<file path="config.mk">
export PLATFORM = sky130hd
export DESIGN_NAME = axis_reshaper_ctl_flat
export DESIGN_NICKNAME = d
export VERILOG_FILES = /design/src/rtl/axis_reshaper_pkg.sv /design/src/rtl/axis_reshaper_ctl_if.sv /design/src/rtl/axis_frame_monitor.sv /design/src/rtl/axis_reshaper_ctl.sv /design/src/flat_wrapper.sv
export SDC_FILE = /design/constraint.sdc
export NUM_CORES = 1
export LEC_CHECK = 0
export CAP_MARGIN = 20
export CORE_UTILIZATION = 45
export CTS_BUF_LIST = sky130_fd_sc_hd__clkbuf_8
export DETAILED_ROUTE_END_ITERATION = 12
export PLACE_DENSITY = 0.72
export SKIP_CTS_REPAIR_TIMING = 1
export SYNTH_ARGS = -nofsm -noshare
export SYNTH_HDL_FRONTEND = slang
export SYNTH_SLANG_ARGS = --single-unit
</file>
<file path="constraint.sdc">
create_clock -name clk -period 5.7 [get_ports clk]
set_clock_uncertainty 0.2 [all_clocks]
set_input_delay 1.425 -clock clk [delete_from_list [all_inputs] [get_ports clk]]
set_output_delay 1.425 -clock clk [all_outputs]
set_load 0.02 [all_outputs]
</file>
<file path="src/rtl/axis_reshaper_pkg.sv">
// Shared types and constants for the AXI-Stream reshaper controller.
// The lock FSM encoding and the minimum legal geometry live here.
package axis_reshaper_pkg;

    typedef enum logic [1:0] {
        WAIT_SOF = 2'd0,
        LOCKING  = 2'd1,
        LOCKED   = 2'd2
    } state_t;

    localparam int unsigned MIN_WIDTH  = 32'd2;
    localparam int unsigned MIN_HEIGHT = 32'd1;

    function automatic logic geom_ok(input int unsigned width, input int unsigned height);
        return (width >= MIN_WIDTH) && (height >= MIN_HEIGHT);
    endfunction

endpackage

</file>
<file path="src/rtl/axis_reshaper_ctl_if.sv">
// Snoop view of the reshaper input handshake (tvalid/tready/tuser/tlast).
// master drives the stream, slave only observes it.
interface axis_reshaper_ctl_if;

    logic snoop_tvalid;
    logic snoop_tready;
    logic snoop_tuser;
    logic snoop_tlast;

    modport master (output snoop_tvalid, output snoop_tready, output snoop_tuser, output snoop_tlast);
    modport slave  (input  snoop_tvalid, input  snoop_tready, input  snoop_tuser, input  snoop_tlast);

endinterface

</file>
<file path="src/rtl/axis_frame_monitor.sv">
// Decodes SOF/EOL from the snooped handshake, counts lines per frame and
// produces frame_good (at SOF) and overrun (at EOL) strobes for the controller.
module axis_frame_monitor
    import axis_reshaper_pkg::*;
#(
    parameter int C_HEIGHT_BITS = 12
) (
    input  logic                     clk,
    input  logic                     resetn,
    axis_reshaper_ctl_if.slave       snoop,
    input  logic                     rs_resetn,
    input  logic [C_HEIGHT_BITS-1:0] m_height,
    output logic                     sof,
    output logic                     frame_good,
    output logic                     overrun
);

    localparam logic [C_HEIGHT_BITS-1:0] LINE_ONE = {{(C_HEIGHT_BITS-1){1'b0}}, 1'b1};

    logic                     beat_s;
    logic                     eol_s;
    logic [C_HEIGHT_BITS-1:0] line_cnt_r;
    logic                     rs_low_r;

    assign beat_s     = snoop.snoop_tvalid & snoop.snoop_tready;
    assign sof        = beat_s & snoop.snoop_tuser;
    assign eol_s      = beat_s & snoop.snoop_tlast;
    // The SOF beat closes the previous frame, so it is judged on the old count.
    assign frame_good = sof & (line_cnt_r == m_height) & ~rs_low_r;
    assign overrun    = eol_s & ~sof & (line_cnt_r >= m_height);

    // Line counter and sticky "reshaper dropped since last SOF" flag
    always_ff @(posedge clk) begin
        if (!resetn) begin
            line_cnt_r <= '0;
            rs_low_r   <= 1'b0;
        end else begin
            if (sof) begin
                line_cnt_r <= snoop.snoop_tlast ? LINE_ONE : '0;
            end else if (eol_s && (line_cnt_r != '1)) begin
                line_cnt_r <= line_cnt_r + LINE_ONE;
            end else begin
                line_cnt_r <= line_cnt_r;
            end
            if (sof) begin
                rs_low_r <= ~rs_resetn;
            end else begin
                rs_low_r <= rs_low_r | ~rs_resetn;
            end
        end
    end

endmodule

</file>
<file path="src/rtl/axis_reshaper_ctl.sv">
// Sequencing controller for the AXI-Stream reshaper: frame-aligned geometry
// updates, frame-integrity lock FSM, downstream gating and fault/frame counters.
module axis_reshaper_ctl
    import axis_reshaper_pkg::*;
#(
    parameter int C_WIDTH_BITS  = 12,
    parameter int C_HEIGHT_BITS = 12,
    parameter int C_LOCK_FRAMES = 2,
    parameter int C_DEF_WIDTH   = 640,
    parameter int C_DEF_HEIGHT  = 480,
    parameter int C_CNT_BITS    = 16
) (
    input  logic                     clk,
    input  logic                     resetn,
    input  logic [C_WIDTH_BITS-1:0]  cfg_width,
    input  logic [C_HEIGHT_BITS-1:0] cfg_height,
    input  logic                     cfg_update,
    output logic                     cfg_pending,
    output logic                     cfg_reject,
    axis_reshaper_ctl_if.slave       snoop,
    input  logic                     rs_resetn,
    output logic [C_WIDTH_BITS-1:0]  m_width,
    output logic [C_HEIGHT_BITS-1:0] m_height,
    output logic                     out_enable,
    output logic                     locked,
    output logic [C_CNT_BITS-1:0]    err_count,
    output logic [C_CNT_BITS-1:0]    frame_count
);

    localparam int                 GC_BITS  = $clog2(C_LOCK_FRAMES + 1);
    localparam logic [GC_BITS-1:0] GC_ONE   = GC_BITS'(1);
    localparam logic [GC_BITS-1:0] LOCK_TGT = GC_BITS'(C_LOCK_FRAMES);
    localparam logic [C_CNT_BITS-1:0] CNT_ONE = C_CNT_BITS'(1);

    logic                     sof_s;
    logic                     frame_good_s;
    logic                     overrun_s;
    logic                     apply_s;
    logic                     cfg_ok_s;
    logic                     fault_s;

    state_t                   state_r;
    logic [GC_BITS-1:0]       good_cnt_r;
    logic                     locked_r;
    logic [C_WIDTH_BITS-1:0]  m_width_r;
    logic [C_HEIGHT_BITS-1:0] m_height_r;
    logic [C_WIDTH_BITS-1:0]  shadow_w_r;
    logic [C_HEIGHT_BITS-1:0] shadow_h_r;
    logic                     pending_r;
    logic                     reject_r;
    logic [C_CNT_BITS-1:0]    err_cnt_r;
    logic [C_CNT_BITS-1:0]    frame_cnt_r;

    axis_frame_monitor #(
        .C_HEIGHT_BITS (C_HEIGHT_BITS)
    ) u_monitor (
        .clk        (clk),
        .resetn     (resetn),
        .snoop      (snoop),
        .rs_resetn  (rs_resetn),
        .m_height   (m_height_r),
        .sof        (sof_s),
        .frame_good (frame_good_s),
        .overrun    (overrun_s)
    );

    assign cfg_ok_s = geom_ok(32'(cfg_width), 32'(cfg_height));
    assign apply_s  = sof_s & pending_r;
    // WAIT_SOF has no frame reference yet, so nothing there is a fault.
    assign fault_s  = (state_r != WAIT_SOF) & (~rs_resetn | overrun_s | (sof_s & ~frame_good_s));

    // Shadow geometry, pending/reject flags and frame-aligned apply
    always_ff @(posedge clk) begin
        if (!resetn) begin
            m_width_r  <= C_WIDTH_BITS'(C_DEF_WIDTH);
            m_height_r <= C_HEIGHT_BITS'(C_DEF_HEIGHT);
            shadow_w_r <= C_WIDTH_BITS'(C_DEF_WIDTH);
            shadow_h_r <= C_HEIGHT_BITS'(C_DEF_HEIGHT);
            pending_r  <= 1'b0;
            reject_r   <= 1'b0;
        end else begin
            if (apply_s) begin
                m_width_r  <= shadow_w_r;
                m_height_r <= shadow_h_r;
            end else begin
                m_width_r  <= m_width_r;
                m_height_r <= m_height_r;
            end
            // A request on the SOF cycle is only latched; the older shadow applies now.
            if (cfg_update && cfg_ok_s) begin
                shadow_w_r <= cfg_width;
                shadow_h_r <= cfg_height;
                pending_r  <= 1'b1;
            end else if (apply_s) begin
                pending_r  <= 1'b0;
            end else begin
                pending_r  <= pending_r;
            end
            reject_r <= cfg_update & ~cfg_ok_s;
        end
    end

    // Lock FSM with registered lock output
    always_ff @(posedge clk) begin
        if (!resetn) begin
            state_r    <= WAIT_SOF;
            good_cnt_r <= '0;
            locked_r   <= 1'b0;
        end else if ((state_r != WAIT_SOF) && (!rs_resetn || overrun_s)) begin
            state_r    <= WAIT_SOF;
            good_cnt_r <= '0;
            locked_r   <= 1'b0;
        end else if (sof_s) begin
            case (state_r)
                WAIT_SOF: begin
                    state_r    <= LOCKING;
                    good_cnt_r <= '0;
                    locked_r   <= 1'b0;
                end
                LOCKING: begin
                    if (apply_s || !frame_good_s) begin
                        state_r    <= LOCKING;
                        good_cnt_r <= '0;
                        locked_r   <= 1'b0;
                    end else if ((good_cnt_r + GC_ONE) == LOCK_TGT) begin
                        state_r    <= LOCKED;
                        good_cnt_r <= LOCK_TGT;
                        locked_r   <= 1'b1;
                    end else begin
                        state_r    <= LOCKING;
                        good_cnt_r <= good_cnt_r + GC_ONE;
                        locked_r   <= 1'b0;
                    end
                end
                LOCKED: begin
                    if (apply_s || !frame_good_s) begin
                        state_r    <= LOCKING;
                        good_cnt_r <= '0;
                        locked_r   <= 1'b0;
                    end else begin
                        state_r    <= LOCKED;
                        good_cnt_r <= good_cnt_r;
                        locked_r   <= 1'b1;
                    end
                end
                default: begin
                    state_r    <= WAIT_SOF;
                    good_cnt_r <= '0;
                    locked_r   <= 1'b0;
                end
            endcase
        end else begin
            state_r    <= state_r;
            good_cnt_r <= good_cnt_r;
            locked_r   <= (state_r == LOCKED);
        end
    end

    // Saturating fault counter and wrapping SOF counter
    always_ff @(posedge clk) begin
        if (!resetn) begin
            err_cnt_r   <= '0;
            frame_cnt_r <= '0;
        end else begin
            if (fault_s && (err_cnt_r != '1)) begin
                err_cnt_r <= err_cnt_r + CNT_ONE;
            end else begin
                err_cnt_r <= err_cnt_r;
            end
            if (sof_s) begin
                frame_cnt_r <= frame_cnt_r + CNT_ONE;
            end else begin
                frame_cnt_r <= frame_cnt_r;
            end
        end
    end

    assign m_width     = m_width_r;
    assign m_height    = m_height_r;
    assign cfg_pending = pending_r;
    assign cfg_reject  = reject_r;
    assign locked      = locked_r;
    assign out_enable  = locked_r & rs_resetn;
    assign err_count   = err_cnt_r;
    assign frame_count = frame_cnt_r;

endmodule

</file>
<file path="src/flat_wrapper.sv">
// flat-port wrapper written by rule: the top's interface ports become plain ports
module axis_reshaper_ctl_flat import axis_reshaper_pkg::*;
#(
    parameter int C_WIDTH_BITS  = 12,
    parameter int C_HEIGHT_BITS = 12,
    parameter int C_LOCK_FRAMES = 2,
    parameter int C_DEF_WIDTH   = 640,
    parameter int C_DEF_HEIGHT  = 480,
    parameter int C_CNT_BITS    = 16
)
  (clk, resetn, cfg_width, cfg_height, cfg_update, cfg_pending, cfg_reject, rs_resetn, m_width, m_height, out_enable, locked, err_count, frame_count, snoop_snoop_tvalid, snoop_snoop_tready, snoop_snoop_tuser, snoop_snoop_tlast);
  axis_reshaper_ctl_if snoop_i ();
  input  logic clk;
  input  logic resetn;
  input  logic [C_WIDTH_BITS-1:0] cfg_width;
  input  logic [C_HEIGHT_BITS-1:0] cfg_height;
  input  logic cfg_update;
  output logic cfg_pending;
  output logic cfg_reject;
  input  logic rs_resetn;
  output logic [C_WIDTH_BITS-1:0] m_width;
  output logic [C_HEIGHT_BITS-1:0] m_height;
  output logic out_enable;
  output logic locked;
  output logic [C_CNT_BITS-1:0] err_count;
  output logic [C_CNT_BITS-1:0] frame_count;
  input wire logic [$bits(snoop_i.snoop_tvalid)-1:0] snoop_snoop_tvalid;
  input wire logic [$bits(snoop_i.snoop_tready)-1:0] snoop_snoop_tready;
  input wire logic [$bits(snoop_i.snoop_tuser)-1:0] snoop_snoop_tuser;
  input wire logic [$bits(snoop_i.snoop_tlast)-1:0] snoop_snoop_tlast;
  assign snoop_i.snoop_tvalid = snoop_snoop_tvalid;
  assign snoop_i.snoop_tready = snoop_snoop_tready;
  assign snoop_i.snoop_tuser = snoop_snoop_tuser;
  assign snoop_i.snoop_tlast = snoop_snoop_tlast;
  axis_reshaper_ctl #(.C_WIDTH_BITS(C_WIDTH_BITS), .C_HEIGHT_BITS(C_HEIGHT_BITS), .C_LOCK_FRAMES(C_LOCK_FRAMES), .C_DEF_WIDTH(C_DEF_WIDTH), .C_DEF_HEIGHT(C_DEF_HEIGHT), .C_CNT_BITS(C_CNT_BITS)) u_core (.clk(clk), .resetn(resetn), .cfg_width(cfg_width), .cfg_height(cfg_height), .cfg_update(cfg_update), .cfg_pending(cfg_pending), .cfg_reject(cfg_reject), .snoop(snoop_i), .rs_resetn(rs_resetn), .m_width(m_width), .m_height(m_height), .out_enable(out_enable), .locked(locked), .err_count(err_count), .frame_count(frame_count));
endmodule
</file>
# == After elaboration in Yosys (flattened, before gate mapping) ==
# Cells that the tools add are included.
# classes
reduce_logical,15
n_eq_ne,7
n_bitwise,21
order_cmp,3
muxes,19
n_addsub,4
# op_table
cell,n
$add A16 B1 Y16 const B,2
$mux W12,2
$ne A16 B16 Y1 const B,1
$add A12 B1 Y12 const B,1
$and A1 B1 Y1,12
$eq A12 B12 Y1,1
$ge A12 B1 Y1 const B,1
$ge A12 B12 Y1,1
$ge A12 B2 Y1 const B,1
$mux W2,6
$ne A12 B12 Y1 const B,1
$mux W1,8
$not A1 Y1,6
$pmux W2 S3,1
$reduce_bool A2 Y1,3
$logic_and A1 B1 Y1,5
$eq A2 B2 Y1 const B,2
$pmux W2 S2,1
$or A1 B1 Y1,3
$add A2 B1 Y2 const B,1
$eq A2 B1 Y1 const B,1
$logic_not A1 Y1,2
$logic_not A2 Y1,1
$logic_or A1 B1 Y1,2
other kinds (4),4
# word_totals
output_inout_bits,60
wordCells,82
reg_bits,100
inputBits,32

# == Logic depth before layout (Yosys ltp) ==
# Gate-level depths: netlist (run 1).
# logic_depth
ltp_word,9
depth_mapped,10
ltp_nobuf,9

# == Hierarchy ==
# Synthesis (run 1) repeated with hierarchy kept, for this count alone.
# unflattened
hier_cells,562
area_unflattened_um2,4727.0
# by_module_without_submodules
module,area_per_inst_um2,cells_per_inst,instances,seq_area_each_um2
axis_reshaper_ctl,3733.6,439,1,1741.7
axis_frame_monitor,993.5,123,1,260.2

# == Worst setup path before layout (run 1) ==
# Ideal clock, no wire load.
# synth_timing
kind,input port to output port
start,input rs_resetn
end,output out_enable
t_arrival_ns,1.635
slack_ns,2.440
stages,1
cell_sequence,and2_1
# synth_via
elab_chain_len,1
# synth_lines
element,line_no,source
from (decl),flat_wrapper.sv:20,input logic rs_resetn;
$and A1 B1 Y1,axis_reshaper_ctl.sv:183,assign out_enable = locked_r & rs_resetn;
to (decl),flat_wrapper.sv:23,output logic out_enable;
# Every way passes these cells.

# == Final worst setup path (run 1) ==
# Same ends and word-level chain as after synthesis.

==> run_results.csv, run 1 <==
group,metric,value,unit
outcome,outcome,"completed",
logic_synthesis,synth-seq-cells,100,
clock_tree,cts-root-buf,"clkbuf_8",
worst_setup_path,critical_path.max_fanout,4,
placement,placement.setup.worst_slack,1.41,ns
timing,maxSlewHeadroom,31.4,%
global_routing,grt_start_max_net_pins,56,
floorplanning,dieWidth,101,µm
placement,dp.final_hpwl,7.41,mm
worst_setup_path,required,4.07,ns
logic_synthesis,synth.net_count,570,
placement,gp_congestion,0.833,
clock_tree,cts_inserted_buffers,9,
logic_synthesis,synth_area_per_cell,8.59,µm²
finish,layout_common_cells,"dfxtp_1 (100), nand2_1 (91), clkdlybuf4s50_1 (91)",
timing,fin_ws,1.41,ns
logic_synthesis,ys_seq_area_share,45.0,%
clock_tree,clk_pin_slew,0.10,ns
finish,final_common_cell,"dfxtp_1",
logic_synthesis,synth-async-reset-ratio,0,%
floorplanning,row_count,35,
detailed_routing,viasPerCell,5.14,
timing,finalHoldViolCount,0,
logic_synthesis,ys_types,44,
placement,dp_cells,721,
global_routing,track_usage,20.4,%
power_and_ir_drop,leakagePower,2.15,nW
timing,rsz0062_at_grt,"false",
power_and_ir_drop,cellPowerDensity,223,nW/µm²
power_and_ir_drop,max-vdd-ir-drop,0.000123,V
floorplanning,core,9420,µm²
floorplanning,start_util,47.3,%
clock_tree,insertion_delay,0.37,ns
hold_path,hold-path-cell-count,2,
timing,slew_violations,0,
logic_synthesis,syn-cell-area,4450,µm²
detailed_routing,vias,3789,
logic_synthesis,synth_edf_count,0,
detailed_routing,wirelength,10.2,mm
placement,port-buffer-count,91,
worst_setup_path,startpoint_type,"primary input",
detailed_routing,drt_iter0_markers,133,
global_routing,grt_pass1_vias,3515,
timing,max_clock_freq,233,MHz
finish,drive_above_1_share,4.93,%
finish,finalNonFillerCells,737,
hold_path,min_path_type,"reg -> reg",
detailed_routing,antenna_left,0,
detailed_routing,drt_pass1_iterations,4,
timing,worst_pin_slew,1.03,ns
global_routing,antenna_found_initial,0,
worst_setup_path,reg2regPathDepth,9,
timing,post-route-period-util,75.2,%
global_routing,grt-ovfl-total,0,
finish,syn_to_final_growth,27.2,%
finish,antenna_cells,0,
logic_synthesis,ys_warn_count,0,
clock_tree,htreeDepth,3,
detailed_routing,wl_per_cell,13.9,µm
clock_tree,cts_max_path_buffers,2,
clock_tree,cts_sinks,100,
worst_setup_path,critPathArrivalTime,2.66,ns
job,maxCapViolations,0,
logic_synthesis,ys.flop_type,"dfxtp_1",
global_routing,grt_pass1_wl,16.5,mm
timing,setup_violations,0,
detailed_routing,drc,0,
floorplanning,dieArea,10300,µm²
timing,layout_min_cycle_time,4.29,ns
timing,setup_tns,0,ns
worst_setup_path,critPathKind,"in -> out",
worst_setup_path,endpoint_kind,"primary output",
finish,final_net_count,655,
logic_synthesis,synthCells,518,
clock_tree,cts_tree,"built",
floorplanning,die-height,101,µm
floorplanning,io_pins,92,
## worst max-delay path, stage by stage
cell	delay [ns]
clkdlybuf4s50_1	0.51
and2_1	0.13
clkdlybuf4s50_1	0.59
## worst paths after layout
check                  startpoint                    to  slack (ns)
max                     rs_resetn            out_enable        1.41
min          u_core.shadow_h_r[0]    u_core.m_height[0]        0.26
max reg2reg    u_core.m_height[9]  u_core.err_count[15]        2.91
min reg2reg  u_core.shadow_h_r[0]    u_core.m_height[0]        0.26
## sequential cells by signal, indices dropped and copies added (netlist names), 12 cells and up
name	count
u_core.frame_count	16
u_core.shadow_w_r	12
u_core.m_width	12
u_core.shadow_h_r	12
u_core.m_height	12
u_core.u_monitor.line_cnt_r	12
u_core.err_count	16
## stage by stage
step | instance area [µm²] | hold WS (ns) | total power (W) | util, %
finish | 5660 | 0.258 | 0.00126 | 60.1
global route | 5660 | 0.271 | 0.00131 | 60.1
CTS | 5660 | 0.258 | 0.00127 | 60.1
detailed placement | 5470 | 0.244 | 0.000837 | 58.0
global placement | 5470 | 0.240 | 0.000834 | 58.0
floorplan | 4450 | 0.232 | 0.000791 | -
## where the power goes
group / internal [W] / leakage, nW / switching, W
logic: 0.0000465 / 1.24 / 0.0000502
registers: 0.000713 / 0.812 / 0.0000102
clock network: 0.000188 / 0.0976 / 0.000255
total: 0.000948 / 2.15 / 0.000315
## kinds of logic after synthesis
| family | Yosys count | synth area share (%) |
|---|---|---|
| AOI/OAI and AO/OA | 71 | 9.33 |
| xor gates and xnor gates | 26 | 5.12 |
| adders and majority gates | 20 | 5.62 |
| buffers and inverters | 38 | 3.34 |
| DFF | 100 | 45.0 |
| muxes | 29 | 6.52 |
| and+or+nand+nor | 234 | 25.1 |
## cell usage after synthesis, types with 2 or more instances
master / number / share of area, %
or3_1: 8 / 1.1
nor2_1: 58 / 4.9
clkbuf_1: 15 / 1.3
and2_1: 3 / 0.42
and4_1: 2 / 0.39
nor4_1: 7 / 0.98
a21oi_1: 42 / 4.7
mux2i_1: 29 / 6.5
buf_2: 2 / 0.22
or4_1: 7 / 1.2
dfxtp_1: 100 / 45
nor3_1: 4 / 0.45
nand4_1: 12 / 1.7
nand3_1: 17 / 1.9
ha_1: 20 / 5.6
inv_1: 17 / 1.4
o21ai_0: 2 / 0.22
xnor2_1: 5 / 0.98
o31ai_1: 4 / 0.67
a211oi_1: 3 / 0.51
o211ai_1: 6 / 1.0
nand3_2: 2 / 0.45
o21ai_1: 8 / 0.90
and3_1: 7 / 0.98
buf_1: 2 / 0.17
nand2b_1: 8 / 1.1
nand2_1: 91 / 7.7
xor2_1: 21 / 4.1
## final cells by class
class / instances / area, µm²
fillers: 880 / 3750
inverters: 18 / 67.6
clock inverters: 5 / 45.0
multi-input cells: 380 / 2300
well taps: 129 / 161
flip-flops and latches: 100 / 2000
clock buffers: 11 / 151
repair buffers: 94 / 933
## layer usage
layer	vias to the layer above	share of wire (%)	GRT usage, %	routed length [µm]
met5	-	0	0	0
met4	0	0.98	5.35	100
met3	10	4.2	5.52	433
met2	73	47	33.8	4840
met1	1760	47	26.3	4840
li1	1946	-	-	-
Note: power is estimated with default switching activity, not from simulation.
==> inputs of run 2 (changes only) <==
--- a/config.mk
+++ b/config.mk
@@ -9,7 +9,7 @@
 export CORE_UTILIZATION = 45
 export CTS_BUF_LIST = sky130_fd_sc_hd__clkbuf_8
 export DETAILED_ROUTE_END_ITERATION = 12
-export PLACE_DENSITY = 0.72
+export PLACE_DENSITY = 0.74
 export SKIP_CTS_REPAIR_TIMING = 1
 export SYNTH_ARGS = -nofsm -noshare
 export SYNTH_HDL_FRONTEND = slang
==> constraint.sdc (replaced) <==
create_clock -name clk -period 3.77 [get_ports clk]
set_clock_uncertainty 0.2 [all_clocks]
set_input_delay 0.9425 -clock clk [delete_from_list [all_inputs] [get_ports clk]]
set_output_delay 0.9425 -clock clk [all_outputs]
set_load 0.02 [all_outputs]
==> run_results.csv, run 2 (synthesis gave the netlist of run 1 again) <==
group,metric,value,unit
timing,layout_min_cycle_time,3.33,ns
placement,port-buffer-count,91,
worst_setup_path,r2r-end,"u_core.err_count[7]",
clock_tree,cts_tree,"built",
detailed_routing,viasPerCell,5.29,
timing,maxSlewHeadroom,50.7,%
global_routing,antenna_found_initial,0,
clock_tree,cts_inserted_buffers,9,
floorplanning,dieArea,10300,µm²
detailed_routing,wl_per_cell,14.3,µm
worst_setup_path,path_cells,"clkdlybuf4s50_1 -> and2_1 -> clkdlybuf4s50_1",
worst_setup_path,critical_path.max_fanout,4,
worst_setup_path,reg2regPathDepth,9,
hold_path,hold-path-cell-count,2,
worst_setup_path,startpoint_type,"primary input",
timing,post-route-period-util,88.3,%
timing,finalHoldViolCount,0,
hold_path,hp-start,"u_core.shadow_w_r[5]",
global_routing,track_usage,21.7,%
worst_setup_path,reg2reg_slack,0.97,ns
floorplanning,start_util,47.3,%
timing,max_clock_freq,300,MHz
detailed_routing,drc,0,
global_routing,grt_pass1_wl,17.6,mm
worst_setup_path,endpoint_kind,"primary output",
power_and_ir_drop,p_total,0.00189,W
detailed_routing,drt_pass1_iterations,4,
clock_tree,cts-root-buf,"clkbuf_8",
floorplanning,die-height,101,µm
worst_setup_path,critPathMaxStageDelay,0.59,ns
clock_tree,cts_sinks,100,
finish,final_net_count,658,
power_and_ir_drop,max-vdd-ir-drop,0.000226,V
power_and_ir_drop,cellPowerDensity,333,nW/µm²
clock_tree,insertion_delay,0.36,ns
timing,setup_tns,0,ns
clock_tree,clk_pin_slew,0.10,ns
clock_tree,cts_max_path_buffers,2,
worst_setup_path,r2r-start,"u_core.m_height[9]",
clock_tree,htreeDepth,3,
finish,layout_common_cells,"dfxtp_1 (100), nand2_1 (91), clkdlybuf4s50_1 (91)",
floorplanning,io_pins,92,
global_routing,grt_start_max_net_pins,60,
worst_setup_path,crit_buf_inv,2,
detailed_routing,drt_iter0_markers,140,
placement,gp_congestion,0.819,
finish,syn_to_final_growth,27.4,%
floorplanning,dieWidth,101,µm
timing,slew_violations,0,
job,maxCapViolations,0,
finish,final_common_cell,"dfxtp_1",
floorplanning,row_count,35,
placement,dp.final_hpwl,7.71,mm
global_routing,grt-ovfl-total,0,
power_and_ir_drop,leakagePower,2.16,nW
worst_setup_path,critPathTopFamily,"buffers and inverters",
worst_setup_path,critPathKind,"in -> out",
finish,antenna_cells,0,
timing,rsz0062_at_grt,"false",
worst_setup_path,path_common_cell,"clkdlybuf4s50_1",
global_routing,grt_pass1_vias,3830,
timing,setup_violations,0,
outcome,outcome,"completed",
finish,drive_above_1_share,5.24,%
detailed_routing,vias,3916,
hold_path,hold_end,"u_core.m_width[5]",
floorplanning,core,9420,µm²
worst_setup_path,timing.critical_path.from,"rs_resetn",
worst_setup_path,required,2.63,ns
timing,worst_pin_slew,0.738,ns
detailed_routing,antenna_left,0,
hold_path,min_path_type,"reg -> reg",
detailed_routing,wirelength,10.6,mm
worst_setup_path,critPathArrivalTime,2.19,ns
worst_setup_path,crit_slowest_cell,"clkdlybuf4s50_1",
[run 2: cell types whose count changed in the layout (fill, tap and decap cells not counted), sizes merged]
cell	before	now
buf	3	6
inv	19	22
clkinv	3	1
clkbuf	11	10
[run 2: layout make-up]
type	instances	area, µm²
repair buffers	97	956
flip-flops and latches	100	2000
multi-input cells	380	2300
inverters	18	67.6
clock inverters	6	46.3
fillers	844	3740
clock buffers	10	138
well taps	129	161
[run 2: worst max path at each step]
stage                                      end  slack, ns  cells after the start
after floorplan           u_core.err_count[15]       1.24                      7
after global placement     u_core.err_count[7]       0.44                      8
after detailed placement  u_core.err_count[15]       0.37                      8
after CTS                           out_enable       0.44                      3
after global routing                out_enable       0.39                      3
final                               out_enable       0.44                      3
[run 2: tightest hold or removal path, stage by stage (launching register included)]
cell and delay [ns]:
dfxtp_1 0.32, nand2_1 0.05, a21oi_1 0.05
[run 2: per-layer routing]
| layer | GRT usage [%] | up-vias | wire length (µm) |
|---|---|---|---|
| li1 | - | 1951 | - |
| met3 | 4.62 | 12 | 418 |
| met1 | 27.4 | 1855 | 4930 |
| met5 | 0 | - | 0 |
| met2 | 36.9 | 98 | 5060 |
| met4 | 7.25 | 0 | 144 |
[run 2: power by group]
group | leakage (nW) | internal, W | switching, W
Combinational | 1.25 | 0.0000716 | 0.0000774
Sequential | 0.812 | 0.00108 | 0.0000151
Clock | 0.0951 | 0.000265 | 0.000381
[run 2: stage by stage]
stage / hold WS [ns] / utilization (%) / std cells / cell area (µm²) / setup slack [ns]
floorplan: 0.232 / - / 518 / 4450 / 1.24
global placement: 0.240 / 58.3 / 724 / 5490 / 0.444
detailed placement: 0.246 / 58.3 / 724 / 5490 / 0.374
CTS: 0.262 / 60.2 / 740 / 5670 / 0.443
global route: 0.283 / 60.2 / 740 / 5670 / 0.387
finish: 0.257 / 60.2 / 740 / 5670 / 0.440
==> inputs of run 3 (changes only) <==
--- a/config.mk
+++ b/config.mk
@@ -10,7 +10,6 @@
 export CTS_BUF_LIST = sky130_fd_sc_hd__clkbuf_8
 export DETAILED_ROUTE_END_ITERATION = 12
 export PLACE_DENSITY = 0.74
-export SKIP_CTS_REPAIR_TIMING = 1
 export SYNTH_ARGS = -nofsm -noshare
 export SYNTH_HDL_FRONTEND = slang
 export SYNTH_SLANG_ARGS = --single-unit
==> results of run 3 <==
No change in the layout: final DEF, timing and power equal those of run 2.
